<file path="config.mk">
export PLATFORM = sky130hd
export DESIGN_NAME = keccak_absorb_ctrl
export DESIGN_NICKNAME = d
export VERILOG_FILES = /design/src/rtl/keccak_pkg.sv /design/src/rtl/keccak_absorb_ctrl.sv
export SDC_FILE = /design/constraint.sdc
export NUM_CORES = 1
export LEC_CHECK = 0
export BUFFER_PORTS_ARGS = -buffer_cell sky130_fd_sc_hd__buf_2
export CAP_MARGIN = 10
export CORE_AREA = 2 2 355 357
export DETAILED_ROUTE_END_ITERATION = 10
export DIE_AREA = 0 0 357 359
export GPL_TIMING_DRIVEN = 0
export HOLD_SLACK_MARGIN = 0.05
export RECOVER_POWER = 50
export SETUP_SLACK_MARGIN = 0.15
export SYNTH_ARGS = -nofsm -noshare
export SYNTH_HDL_FRONTEND = slang
export SYNTH_SLANG_ARGS = --single-unit
</file>
<file path="constraint.sdc">
create_clock -name clk_i -period 2.03 [get_ports clk_i]
set_clock_uncertainty 0.05 [all_clocks]
set_input_delay 0.5075 -clock clk_i [delete_from_list [all_inputs] [get_ports clk_i]]
set_output_delay 0.5075 -clock clk_i [all_outputs]
set_load 0.03 [all_outputs]
</file>
<file path="src/rtl/keccak_pkg.sv">
// Shared constants, FSM state type and helpers for the Keccak absorb controller.
// Latency: n/a (declarations only).
// Backpressure: n/a.
package keccak_pkg;

  localparam int DWIDTH            = 256;
  localparam int KEEP_WIDTH        = 32;
  localparam int RATE_WIDTH        = 11;
  localparam int BYTE_ABSORB_WIDTH = 8;
  localparam int CARRY_WIDTH       = 256;
  localparam int CARRY_KEEP_WIDTH  = 24;

  typedef enum logic [2:0] {
    ST_IDLE,
    ST_ABSORB,
    ST_PERMUTE,
    ST_CARRY,
    ST_PAD,
    ST_FINAL_PERM,
    ST_DONE
  } absorb_state_t;

  // Rate is carried in bits; the fill offset is counted in bytes.
  function automatic logic [BYTE_ABSORB_WIDTH-1:0] rate_bytes(input logic [RATE_WIDTH-1:0] rate_bits);
    return BYTE_ABSORB_WIDTH'(rate_bits >> 3);
  endfunction

endpackage

</file>
<file path="src/rtl/keccak_absorb_ctrl.sv">
// Sequences message beats into the Keccak absorb datapath: feeds beats, handles
//   rate-boundary carry, requests permutations, then pads and runs the final permutation.
// Latency: beat committed in its handshake cycle; absorb_done_o one cycle after final perm_done_i.
// Backpressure: s_ready_o high only in ABSORB; low while permuting, replaying carry or padding.
//
// Ports:
//   clk_i, rst_i                     clock, synchronous active-high reset
//   start_i, rate_i                  begin message (IDLE only), rate in bits
//   s_valid_i/s_ready_o/s_data_i/s_keep_i/s_last_i   message beat stream
//   dp_msg_o, dp_keep_o, dp_bytes_absorbed_o         to absorb datapath
//   dp_bytes_absorbed_i, dp_has_carry_i, dp_carry_i, dp_carry_keep_i  from datapath
//   state_we_o, pad_valid_o, pad_offset_o            datapath commit / padding control
//   perm_start_o, perm_done_i        permutation request / completion
//   absorb_done_o                    one-cycle end-of-absorb pulse
module keccak_absorb_ctrl
  import keccak_pkg::*;
(
  input  logic                         clk_i,
  input  logic                         rst_i,
  input  logic                         start_i,
  input  logic [RATE_WIDTH-1:0]        rate_i,
  input  logic                         s_valid_i,
  output logic                         s_ready_o,
  input  logic [DWIDTH-1:0]            s_data_i,
  input  logic [KEEP_WIDTH-1:0]        s_keep_i,
  input  logic                         s_last_i,
  output logic [DWIDTH-1:0]            dp_msg_o,
  output logic [KEEP_WIDTH-1:0]        dp_keep_o,
  output logic [BYTE_ABSORB_WIDTH-1:0] dp_bytes_absorbed_o,
  input  logic [BYTE_ABSORB_WIDTH-1:0] dp_bytes_absorbed_i,
  input  logic                         dp_has_carry_i,
  input  logic [CARRY_WIDTH-1:0]       dp_carry_i,
  input  logic [CARRY_KEEP_WIDTH-1:0]  dp_carry_keep_i,
  output logic                         state_we_o,
  output logic                         pad_valid_o,
  output logic [BYTE_ABSORB_WIDTH-1:0] pad_offset_o,
  output logic                         perm_start_o,
  input  logic                         perm_done_i,
  output logic                         absorb_done_o
);

  absorb_state_t                r_state, w_state_nxt;
  logic [RATE_WIDTH-1:0]        r_rate, w_rate_nxt;
  logic [BYTE_ABSORB_WIDTH-1:0] r_offset, w_offset_nxt;
  logic                         r_last_seen, w_last_seen_nxt;
  logic                         r_carry_pending, w_carry_pending_nxt;
  logic [CARRY_WIDTH-1:0]       r_carry, w_carry_nxt;
  logic [CARRY_KEEP_WIDTH-1:0]  r_carry_keep, w_carry_keep_nxt;
  // Set once the permutation request has been issued; marks the first cycle
  // of PERMUTE/FINAL_PERM and gates perm_done_i to after the request.
  logic                         r_perm_sent, w_perm_sent_nxt;
  logic [BYTE_ABSORB_WIDTH-1:0] w_rate_bytes;

  assign w_rate_bytes = rate_bytes(r_rate);

  always_ff @(posedge clk_i) begin
    if (rst_i) begin
      r_state         <= ST_IDLE;
      r_rate          <= '0;
      r_offset        <= '0;
      r_last_seen     <= 1'b0;
      r_carry_pending <= 1'b0;
      r_carry         <= '0;
      r_carry_keep    <= '0;
      r_perm_sent     <= 1'b0;
    end else begin
      r_state         <= w_state_nxt;
      r_rate          <= w_rate_nxt;
      r_offset        <= w_offset_nxt;
      r_last_seen     <= w_last_seen_nxt;
      r_carry_pending <= w_carry_pending_nxt;
      r_carry         <= w_carry_nxt;
      r_carry_keep    <= w_carry_keep_nxt;
      r_perm_sent     <= w_perm_sent_nxt;
    end
  end

  always_comb begin
    w_state_nxt         = r_state;
    w_rate_nxt          = r_rate;
    w_offset_nxt        = r_offset;
    w_last_seen_nxt     = r_last_seen;
    w_carry_pending_nxt = r_carry_pending;
    w_carry_nxt         = r_carry;
    w_carry_keep_nxt    = r_carry_keep;
    w_perm_sent_nxt     = r_perm_sent;
    s_ready_o           = 1'b0;
    dp_msg_o            = '0;
    dp_keep_o           = '0;
    dp_bytes_absorbed_o = '0;
    state_we_o          = 1'b0;
    pad_valid_o         = 1'b0;
    pad_offset_o        = '0;
    perm_start_o        = 1'b0;
    absorb_done_o       = 1'b0;

    unique case (r_state)
      ST_IDLE: begin
        if (start_i) begin
          w_rate_nxt          = rate_i;
          w_offset_nxt        = '0;
          w_last_seen_nxt     = 1'b0;
          w_carry_pending_nxt = 1'b0;
          w_state_nxt         = ST_ABSORB;
        end
      end

      ST_ABSORB: begin
        s_ready_o           = 1'b1;
        dp_bytes_absorbed_o = r_offset;
        if (s_valid_i) begin
          dp_msg_o        = s_data_i;
          dp_keep_o       = s_keep_i;
          state_we_o      = 1'b1;
          w_offset_nxt    = dp_bytes_absorbed_i;
          w_last_seen_nxt = r_last_seen | s_last_i;
          // Carry outranks an exact fill: the tail must be replayed after the permutation.
          if (dp_has_carry_i) begin
            w_carry_nxt         = dp_carry_i;
            w_carry_keep_nxt    = dp_carry_keep_i;
            w_carry_pending_nxt = 1'b1;
            w_state_nxt         = ST_PERMUTE;
          end else if (dp_bytes_absorbed_i == w_rate_bytes) begin
            w_state_nxt = ST_PERMUTE;
          end else if (s_last_i) begin
            w_state_nxt = ST_PAD;
          end
        end
      end

      ST_PERMUTE: begin
        perm_start_o    = ~r_perm_sent;
        w_perm_sent_nxt = 1'b1;
        if (r_perm_sent && perm_done_i) begin
          w_perm_sent_nxt = 1'b0;
          w_offset_nxt    = '0;
          if (r_carry_pending) begin
            w_state_nxt = ST_CARRY;
          end else if (r_last_seen) begin
            w_state_nxt = ST_PAD;
          end else begin
            w_state_nxt = ST_ABSORB;
          end
        end
      end

      ST_CARRY: begin
        dp_msg_o            = DWIDTH'(r_carry);
        dp_keep_o           = KEEP_WIDTH'(r_carry_keep);
        dp_bytes_absorbed_o = r_offset;
        state_we_o          = 1'b1;
        w_offset_nxt        = dp_bytes_absorbed_i;
        w_carry_pending_nxt = 1'b0;
        w_state_nxt         = r_last_seen ? ST_PAD : ST_ABSORB;
      end

      ST_PAD: begin
        pad_valid_o  = 1'b1;
        state_we_o   = 1'b1;
        pad_offset_o = r_offset;
        w_state_nxt  = ST_FINAL_PERM;
      end

      ST_FINAL_PERM: begin
        perm_start_o    = ~r_perm_sent;
        w_perm_sent_nxt = 1'b1;
        if (r_perm_sent && perm_done_i) begin
          w_perm_sent_nxt = 1'b0;
          w_state_nxt     = ST_DONE;
        end
      end

      ST_DONE: begin
        absorb_done_o = 1'b1;
        w_state_nxt   = ST_IDLE;
      end

      default: w_state_nxt = ST_IDLE;
    endcase
  end

endmodule

</file>
* Word level (Yosys, flattened, before mapping)
Index checks and enable logic that the tools add are counted.
** Operators by class
- Bitwise logic cells :: 2
- Reduce and logical (&&, ||, !) cells :: 14
- Equality and inequality tests :: 13
- Mux-type cells :: 33
** Operators with widths (number)
- case mux 256 bit (2 select lines) :: 1
- two-way mux 256 bit :: 1
- case mux 32 bit (2 select lines) :: 1
- two-way mux 8 bit :: 5
- two-way mux 32 bit :: 1
- case mux 8 bit (4 select lines) :: 1
- two-way mux 3 bit :: 9
- case mux 3 bit (6 select lines) :: 1
- two-way mux 1 bit :: 10
- inequality test 2 bit (second input constant) :: 5
- == test 3 bit (second input constant) :: 3
- == test 8 bit :: 1
- AND reduction 4 bit :: 2
- == test 3 x 2 -> 1 bit (second input constant) :: 2
- AND reduction 3 bit :: 2
- OR reduction 2 bit :: 3
- AND reduction 5 bit :: 1
- inequality test 4 bit (second input constant) :: 1
- case mux 1 bit (2 select lines) :: 2
- nonzero test 4 bit :: 1
- == test 3 x 1 -> 1 bit (second input constant) :: 1
- logical NOT 3 bit :: 1
- case mux 1 bit (3 select lines) :: 1
- nonzero test 3 bit :: 1
- other kinds (5) :: 5
** Word-level totals
- Output and inout port bits :: 309
- Logic and storage cells :: 70
- Input port bits :: 594
- Flip-flop bits (word level) :: 305

* Depth between registers and ports, before layout
- Depth after elaboration :: 5
- Gate-level depth with buffers :: 8

* Worst setup path before layout
No wires, ideal clock.
- Path type :: input to output
- Start point :: input port s_valid_i
- End point :: output port dp_msg_o[100]
- Path slack :: -0.105 ns
- Data arrival time :: 1.577 ns
- Stages :: 5
- Buffers on the path :: 3
- Path through :: and4bb_1 buf_2 buf_2 buf_2 a22o_1
** On the way
- Word-level cells in the longest chain between the ends :: 2
** Ends and longest elaborated chain
- start, declared :: line keccak_absorb_ctrl.sv:22 : input logic s_valid_i,
- two-way mux 256 bit :: line keccak_absorb_ctrl.sv:111 : if (s_valid_i) begin
- case mux 256 bit (2 select lines) :: line keccak_absorb_ctrl.sv:97 : unique case (r_state)
- end, declared :: line keccak_absorb_ctrl.sv:27 : output logic [DWIDTH-1:0] dp_msg_o,
Every way passes these cells.

* Worst setup path after layout
- Start point :: register r_state[1]
- End point :: output port dp_msg_o[87]
** On the way
- Word-level cells in the longest chain between the ends :: 2
- Elaborated cells between the ends (all ways) :: 3
- Those cells by class :: 2 x eq/ne; 1 x mux
** Ends and longest elaborated chain
- start, declared :: line keccak_absorb_ctrl.sv:42 : absorb_state_t r_state, w_state_nxt;
- start signal, assigned :: line keccak_absorb_ctrl.sv:67 : r_state <= w_state_nxt;
- == test 3 x 2 -> 1 bit / == test 3 x 1 -> 1 bit (equally long branches) :: line keccak_absorb_ctrl.sv:97
- case mux 256 bit (2 select lines) (*) :: line keccak_absorb_ctrl.sv:97
Every way passes the cells marked *; elsewhere a longest branch is shown, timed or not.

==> results.ini <==
[sta]
slew_violations=0
tightest_slew_ns=0.814
min_period_ns=2.87
hold_viol_final=0
layout_setup_ws_ns=-0.844
rsz0062_at_grt=true
timing.fmax_mhz=348
setup_viol=481
tns_ns=-244.30
slew_headroom_pct=45.7
fin_hold_ws_ns=0.105
finalCritPeriodShare_pct=142

[place]
place.gp.congestion=0.934
port_buffers=898
place_hpwl_um=93400

[clock_tree]
cts_buffer_depth=3
cts_tree=done
clkSinkCount=302
clk-insertion-delay-late_ns=0.60
cts.clk_slew.worst_paths_ns=0.07
root_buffer=clkbuf_16
htreeDepth=2
cts-buffers-inserted=40

[worst_hold_path]
holdCritStartpoint=dp_carry_i[58]
hold_class=primary input to flop
holdPathStages=3

[yosys]
synthFlopType=dfxtp_1
synth_area_leaders=dfxtp_1, a22o_1, nand2_1, a21oi_1, buf_2
ys_types=40
ys_seq_area_share_pct=44.3
synth_compound_area_share_pct=29.9
synth_mux_area_share_pct=0.147
synth_cells=1729
synth.yosys.warnings=0
avgSynthCellArea_um2=7.90
async_flop_share_pct=0
synth.most_common_cell=nand2_1
synth-simple-area-share_pct=19.1
synth_edf_count=0
ys_ff_latch=302
yosys.area.top_type_share_pct=44.3
ys_top_cells_by_count=nand2_1, dfxtp_1, a21oi_1
synth_area_leader_cell=dfxtp_1
synth_fa_ha_area_share_pct=0
netlist_area_um2=13700
syn_nets=2323
synth_top_family_by_area=compound AO/OA/AOI/OAI gates
synthXorXnorAreaFrac_pct=0.513

[setup_path]
r2r_start=r_state[1]$_SDFFE_PP0P_
crit_start=r_state[1]$_SDFFE_PP0P_
crit_top_cell=buf_12
path_delay_family=buffers and inverters
r2r_setup_slack_ns=-0.27
critPathCaptureType=output pin
cp_data_arrival_time_ns=2.32
crit_cells=8
slowest_delay_ns=0.38
crit_chain=and4bb_4 > buf_12 > buf_16 > buf_12 > buf_12 > buf_16 > a22o_4 > buf_6
worstPathMaxFanout=8
cp-start-kind=flop
crit_required_ns=1.47
cp_num_buf_inv=6
crit_path_top_delay_cell=dfxtp_4
crit_type=flop to output pin
rr_worst_depth=8

[floorplanning]
die_area_um2=128000
chipHeight_um=359
io_pins=903
dieWidth_um=357
initial_core_util_pct=11.0
rows=130
core_area_um2=125000

[routing]
via_per_inst=4.11
wirelength_um=120000
drt_iter0_drc=1583
ant_nets=0
wl_per_cell_um=26.5
via_count=18600
drc=0
first_pass_iters=5

[outcome]
violations=setup timing
status=complete, but fails checks

[job]
max-cap-violations=0

[power_and_ir_drop]
peakVddDrop_mv=0.525
p_leak_uw=0.0131
power_density_nw_per_um2=724
power_uw=21300

[final_layout]
fillers=13400
multi_input_area_um2=9230
area_growth_pct=115
drive_above_1_share_pct=53.2
seq_area_um2=6050
nets=3411

[grt]
grt_max_degree=12
grt_pass1_wl_um=153000
grt_overflow_total=0
grt_pass1_vias=17700
antenna_found_initial=94
grt_use_total_pct=17.5

-- tightest hold or removal path, cell delays in order --
cell	delay [ns]
buf_2	0.09
nand2_1	0.05
a21oi_1	0.05
-- timing repair --
| action | 4_1_cts | 5_1_grt |
|---|---|---|
| pin swaps | 20 | 31 |
| endpoints found under the setup margin | 597 | 605 |
| buffers inserted | 56 | 23 |
| gates resized for setup | 836 | 187 |
| gates cloned | 26 | 10 |
| hold buffers | 32 | 0 |
| endpoints found under the hold margin | 32 | 0 |
-- area by class of cell --
class | count | share of cell area (%)
clock buffer | 58 | 4.02
timing repair buffer | 1046 | 29.4
buffer | 167 | 6.77
tap | 1650 | 7.02
inverter | 5 | 0.0724
clock inverter | 10 | 0.434
multi-input combinational | 1255 | 31.4
sequential | 302 | 20.6
antenna | 27 | 0.230
-- state kept, by name, indices dropped and copies added (netlist names) --
name,cells
r_perm_sent,1
r_last_seen,1
r_carry_pending,1
r_rate,8
r_state,3
r_carry_keep,24
r_offset,8
r_carry,256
-- placed cells by master, fill, tap and decap left out, drive strengths merged, types with 3 or more instances in the layout --
cell,count
nor3,3
dlygate4sd3,32
xnor2,8
diode,27
buf,1075
clkbuf,164
a22o,280
inv,6
nand2b,9
dfxtp,302
nor2,3
clkinv,6
a21oi,301
nand3,8
nand2,581
and2,27
nor2b,8
-- cell families (layout without fill, tap and decap cells) --
logic type      Yosys count  count (layout)
mux                       2               2
buf+inv                 172            1286
other cells               0              27
flops                   302             302
compound gates          595             595
simple gates            650             650
xor+xnor                  8               8
-- worst paths after layout --
path,end
worst min-delay path,r_carry[58]$_SDFFE_PP0P_
worst min register to register,r_carry[44]$_SDFFE_PP0P_
worst max register to register,r_carry[134]$_SDFFE_PP0P_
worst max-delay path,dp_msg_o[87]
-- metal layers --
layer	vias up	track usage, %	routed length [µm]
met4	30	5.91	3940
met2	1128	27.1	53100
li1	8266	-	-
met3	292	5.95	11900
met5	-	0	184
met1	8839	22.4	50700
-- power by group --
| part | internal (µW) | switching [µW] |
|---|---|---|
| clock | 4290 | 3070 |
| combinational | 3530 | 3930 |
| sequential | 6230 | 235 |
| total | 14100 | 7240 |
-- metrics by stage --
stage,area (µm²),util (%),cells,setup slack (ns)
global placement,22300,17.9,4277,-1.40
CTS,28300,22.7,4460,-0.914
global route,29400,23.6,4511,-0.917
finish,29400,23.6,4520,-0.844
detailed placement,22300,17.9,4278,-1.10
floorplan,15700,-,1729,-0.0399
Power figures use the tool's default switching activity.
